$ cat config.mk
export PLATFORM = sky130hd
export DESIGN_NAME = ti_sbox_sched
export DESIGN_NICKNAME = d
export VERILOG_FILES = /design/src/rtl/ti_sbox_sched.sv
export SDC_FILE = /design/constraint.sdc
export NUM_CORES = 1
export LEC_CHECK = 0
export BUFFER_PORTS_ARGS = -buffer_cell sky130_fd_sc_hd__buf_2
export CAP_MARGIN = 0
export CORE_AREA = 2 2 188 190
export CTS_BUF_LIST = sky130_fd_sc_hd__clkbuf_4 sky130_fd_sc_hd__clkbuf_8 sky130_fd_sc_hd__clkbuf_16
export DETAILED_ROUTE_END_ITERATION = 16
export DIE_AREA = 0 0 190 192
export PLACE_DENSITY = 0.63
export SETUP_SLACK_MARGIN = 0.1
export SYNTH_ARGS = -nofsm -noshare
export SYNTH_HDL_FRONTEND = slang
export SYNTH_SLANG_ARGS = --single-unit
$ cat constraint.sdc
create_clock -name clk -period 2.85 [get_ports clk]
set_clock_uncertainty 0.05 [all_clocks]
set_input_delay 0.285 -clock clk [delete_from_list [all_inputs] [get_ports clk]]
set_output_delay 0.285 -clock clk [all_outputs]
set_load 0.01 [all_outputs]
$ cat src/rtl/ti_sbox_sched.sv
// Serialises the nibbles of a masked state through one shared, pipelined TI S-box,
// refreshing each nibble's shares on issue and writing the result back in place.
module ti_sbox_sched #(
    parameter int NIBBLES = 16,
    parameter int SHARES  = 3,
    parameter int LAT     = 2
) (
    input  logic                          clk,
    input  logic                          rst_n,
    input  logic                          load,
    input  logic [SHARES*4*NIBBLES-1:0]   state_in,
    input  logic                          start,
    output logic                          busy,
    output logic                          done,
    output logic [SHARES*4*NIBBLES-1:0]   state_out,
    output logic                          rnd_rdy,
    input  logic                          rnd_vld,
    input  logic [4*(SHARES-1)-1:0]       rnd,
    output logic [4*SHARES-1:0]           sbox_x,
    output logic                          sbox_x_vld,
    input  logic [4*SHARES-1:0]           sbox_y,
    output logic [1:0]                    dbg_fsm_state
);

    localparam int SW = SHARES * 4 * NIBBLES;
    localparam int PW = (NIBBLES > 1) ? $clog2(NIBBLES) : 1;
    localparam logic [PW-1:0] LAST = PW'(NIBBLES - 1);

    typedef enum logic [1:0] {
        IDLE  = 2'd0,
        FEED  = 2'd1,
        DRAIN = 2'd2
    } fsm_t;

    fsm_t                  fsm_q;
    logic [SW-1:0]         state_q;
    logic                  busy_q;
    logic                  done_q;
    logic                  rnd_rdy_q;
    logic                  x_vld_q;
    logic [4*SHARES-1:0]   x_q;
    logic [4*SHARES-1:0]   x_d;
    logic [LAT-1:0]        vld_q;
    logic [PW-1:0]         fi_q;
    logic [PW-1:0]         ci_q;
    logic [3:0]            rnd_fold;
    logic                  hs;
    logic                  cap;

    // Handshake: a nibble is issued on an edge where rnd_vld and rnd_rdy are both high;
    // rnd_rdy is high exactly while feeding, and rnd must be stable whenever rnd_vld is.
    assign hs  = rnd_rdy_q & rnd_vld;
    assign cap = vld_q[LAT-1] & busy_q;

    // The last share absorbs the XOR of all mask nibbles so the unmasked nibble is unchanged.
    always_comb begin
        rnd_fold = '0;
        x_d      = '0;
        for (int s = 0; s < SHARES - 1; s++) begin
            rnd_fold = rnd_fold ^ rnd[4*s +: 4];
            x_d[4*s +: 4] = state_q[s*4*NIBBLES + 4*int'(fi_q) +: 4] ^ rnd[4*s +: 4];
        end
        x_d[4*(SHARES-1) +: 4] =
            state_q[(SHARES-1)*4*NIBBLES + 4*int'(fi_q) +: 4] ^ rnd_fold;
    end

    always_ff @(posedge clk) begin
        if (!rst_n) begin
            fsm_q     <= IDLE;
            state_q   <= '0;
            busy_q    <= 1'b0;
            done_q    <= 1'b0;
            rnd_rdy_q <= 1'b0;
            x_vld_q   <= 1'b0;
            x_q       <= '0;
            vld_q     <= '0;
            fi_q      <= '0;
            ci_q      <= '0;
        end else begin
            done_q   <= 1'b0;
            vld_q[0] <= x_vld_q;
            for (int i = 1; i < LAT; i++) begin
                vld_q[i] <= vld_q[i-1];
            end

            case (fsm_q)
                IDLE: begin
                    x_vld_q <= 1'b0;
                    if (load) begin
                        state_q <= state_in;
                    end else if (start) begin
                        fsm_q     <= FEED;
                        busy_q    <= 1'b1;
                        rnd_rdy_q <= 1'b1;
                    end
                end
                FEED: begin
                    if (hs) begin
                        x_q     <= x_d;
                        x_vld_q <= 1'b1;
                        if (fi_q == LAST) begin
                            fsm_q     <= DRAIN;
                            rnd_rdy_q <= 1'b0;
                        end else begin
                            fi_q <= fi_q + 1'b1;
                        end
                    end else begin
                        x_vld_q <= 1'b0;
                    end
                end
                default: begin
                    x_vld_q <= 1'b0;
                end
            endcase

            // Results return in issue order, so ci trails fi and only overwrites fed nibbles.
            if (cap) begin
                for (int s = 0; s < SHARES; s++) begin
                    state_q[s*4*NIBBLES + 4*int'(ci_q) +: 4] <= sbox_y[4*s +: 4];
                end
                if (ci_q == LAST) begin
                    fsm_q  <= IDLE;
                    busy_q <= 1'b0;
                    done_q <= 1'b1;
                    fi_q   <= '0;
                    ci_q   <= '0;
                end else begin
                    ci_q <= ci_q + 1'b1;
                end
            end
        end
    end

    assign busy          = busy_q;
    assign done          = done_q;
    assign state_out     = state_q;
    assign rnd_rdy       = rnd_rdy_q;
    assign sbox_x        = x_q;
    assign sbox_x_vld    = x_vld_q;
    assign dbg_fsm_state = fsm_q;

endmodule

==> results.toml <==
[sta]
min_period_over_period = 0.943
relSlewSlack = 0.350
rsz0062_at_grt = "no"
min_period_ns = 2.69
tightest_slew_ns = 0.972
fin_worst_hold_slack_ns = 0.000231
slew_violations = 0
hold_viol = 0
fmax_mhz = 372
setup_violations = 0
fin_tns_setup_ns = 0

[critical_path]
startpoint = "ci_q[1]"
r2r_end = "state_out[58]"
slowest_delay_ns = 0.48
r2r_slack_ns = 0.16
cp_common_cell = "buf_4"
startpoint_type = "flop"
crit_arrival_ns = 3.07
r2r-start = "ci_q[1]"
ff2ff_path_depth = 8
end_kind = "flop"
path_class = "flop to flop"
crit_chain = "nor3_1 > ha_1 > buf_4 > nor4b_2 > buf_4 > and2_1 > nand3_1 > o2111a_1"
endpoint = "state_out[58]"
worst_path_max_delay_cell = "dfxtp_1"
cp.required_ns = 3.23
cp_max_fo = 17

[clocking]
root_buffer = "clkbuf_16"
cts_buffers = 27
htreeDepth = 1
clk_latency_ns = 0.56
clockBufferDepth = 3
tritoncts = "built"
clkSinkCount = 220
clk_pin_slew_ns = 0.06

[power_and_ir_drop]
p_per_area_nw_per_um2 = 464
internal-power_mw = 5.91
p_switching_mw = 2.38
switching_share = 0.287
ir_worst_vdd_mv = 0.391
pwr-share-seq = 0.415
pwr-share-comb = 0.173
clkPwrFrac = 0.412
p_leak_nw = 7.88

[global_route]
antenna_found_initial = 2
gr-total-overflow = 0
grt_max_degree = 98
met3_usage = 0.0559
grt_use_met1 = 0.463
grt_pass1_vias = 14600
top_usage_layer = "met2"
grt_usage = 0.351
grt_first_pass_wirelength_um = 95500
grtUsageMet2 = 0.567

[route]
drc_errors = 0
drt_iter0_markers = 1645
routed_wirelength_um = 66900
vias = 15500
first_pass_iters = 6
viasPerCell = 6.15
ant_nets = 0
wire_per_inst_um = 26.5

[min_path]
holdCritPathClass = "input port to flop"

[die]
ios = 427
core_um2 = 34300
die_h_um = 192
dieArea_um2 = 36500
die_w_um = 190
initial_core_util = 0.399
core.rowCount = 68

[layout]
num-fill-cells = 3306
drive_above_1_share = 0.330
synthToLayoutAreaGrowth_pct = 30.8
fin_util = 0.522
nets = 2270

[synthesis]
syn_area_um2 = 13700
synth_edf_count = 0
synth-async-reset-ratio = 0
synth_fp_nets = 1830
ys_types = 77
yosys_most_used_dff = "dfxtp_1"
yosysSeqAreaShare = 0.322
ys_top_cells_by_area = "dfxtp_1 32%, mux2i_1 8.6%, mux4_2 7.9%"
avgSynthCellArea_um2 = 8.52
synth_seq_cells = 220
yosysTopAreaCell = "dfxtp_1"
ys_warn_count = 0
synthCells = 1605
synth_top_area_frac = 0.322

[placed_design]
routabilityCongestion = 1.00
numPortBuffers = 426
dp_hpwl_um = 50700

[status]
status = "completed"

[run]
drv_cap = 0
-- sequential cells by signal, summed over array words and instances (netlist names) --
| name | flops |
|---|---|
| state_out | 192 |
| sbox_x | 12 |
| ci_q | 4 |
| fi_q | 4 |
| dbg_fsm_state | 2 |
| vld_q | 2 |
| busy | 1 |
| done | 1 |
| rnd_rdy | 1 |
| sbox_x_vld | 1 |
-- cell usage in the layout, fill, tap and decap left out, types with 21 or more instances in the layout --
cell type / instances
clkbuf_16: 27
nand3_1: 61
nand4_1: 21
buf_2: 426
mux2i_1: 118
dlygate4sd3_1: 37
o22ai_1: 27
mux4_2: 48
dfxtp_1: 218
buf_4: 85
o21ai_0: 51
a211oi_1: 82
nor3_1: 30
a21oi_1: 104
a311oi_1: 33
nand2_1: 254
and2_1: 41
nor2_1: 107
-- synthesized netlist by cell type, types with 14 or more instances --
cell	count
a211oi_1	82
a21oi_1	108
a311oi_1	33
and2_1	42
and3_1	14
buf_2	44
clkbuf_1	81
dfxtp_1	220
mux2i_1	118
mux4_2	48
nand2_1	255
nand3_1	61
nand4_1	21
nor2_1	107
nor2b_1	18
nor3_1	30
o21ai_0	52
o22a_1	17
o22ai_1	27
-- stage by stage --
stage               setup WS (ns)  area (µm²)  total power [mW]  cells
finish                      0.164       17900              8.29   2521
global route               0.0954       17900              8.55   2519
CTS                         0.155       17800              8.29   2516
detailed placement          0.159       16600              4.87   2432
global placement            0.158       16600              4.86   2432
floorplan                   0.213       13700              4.21   1605
-- worst max-delay path: cells and delay by family, from the launching register on --
kind | cells | cell delay, ns
compound gates | 1 | 0.22
fa+ha+maj | 1 | 0.33
buf+inv | 2 | 0.44
flops | 1 | 0.48
simple gates | 4 | 1.05
-- kinds of logic after synthesis --
logic type / after synthesis / synth area share
simple gates: 596 / 0.209
compound gates: 429 / 0.224
flops: 220 / 0.322
mux: 177 / 0.174
buf+inv: 157 / 0.0515
xor+xnor: 18 / 0.0115
fa+ha+maj: 8 / 0.00732
-- final cells by class --
| cell class | count | area [µm²] | share of cell area |
|---|---|---|---|
| Antenna cell | 3 | 7.51 | 0.000420 |
| Clock buffer | 43 | 846 | 0.0473 |
| Clock inverter | 4 | 23.8 | 0.00133 |
| Inverter | 10 | 40.0 | 0.00224 |
| Multi-Input combinational cell | 1228 | 8650 | 0.484 |
| Sequential cell | 220 | 4410 | 0.247 |
| Tap cell | 455 | 569 | 0.0318 |
| Timing Repair Buffer | 558 | 3330 | 0.186 |
-- worst min-delay path by stage --
stage	start	to	slack, ns	depth (start not counted)
2_1_floorplan	vld_q[0]	vld_q[1]	0.36	1
3_3_place_gp	vld_q[0]	vld_q[1]	0.38	1
3_5_place_dp	vld_q[0]	vld_q[1]	0.38	1
4_1_cts	state_in[22]	state_out[22]	0.0006	3
5_1_grt	state_in[102]	state_out[102]	0.005	3
6_report	state_in[151]	state_out[151]	0.0002	3
-- power groups by stage --
stage	logic, mW	registers [mW]	clock network, mW
2_1_floorplan	0.701	3.50	0
3_3_place_gp	1.36	3.50	0
3_5_place_dp	1.37	3.50	0
4_1_cts	1.42	3.44	3.44
5_1_grt	1.53	3.45	3.56
6_report	1.43	3.44	3.42
-- routing by layer --
layer	up-vias	part of all wire
met4	0	0.051
li1	6863	-
met1	7329	0.39
met5	-	0
met3	197	0.10
met2	1105	0.45
-- repair_timing --
item / CTS / global route
resized for setup: 0 / 14
hold buffers: 37 / 0
buffers inserted: 0 / 2
setup endpoints to repair: 0 / 60
hold endpoints to repair: 37 / 0
No activity file was read; power rests on OpenSTA's default activity.
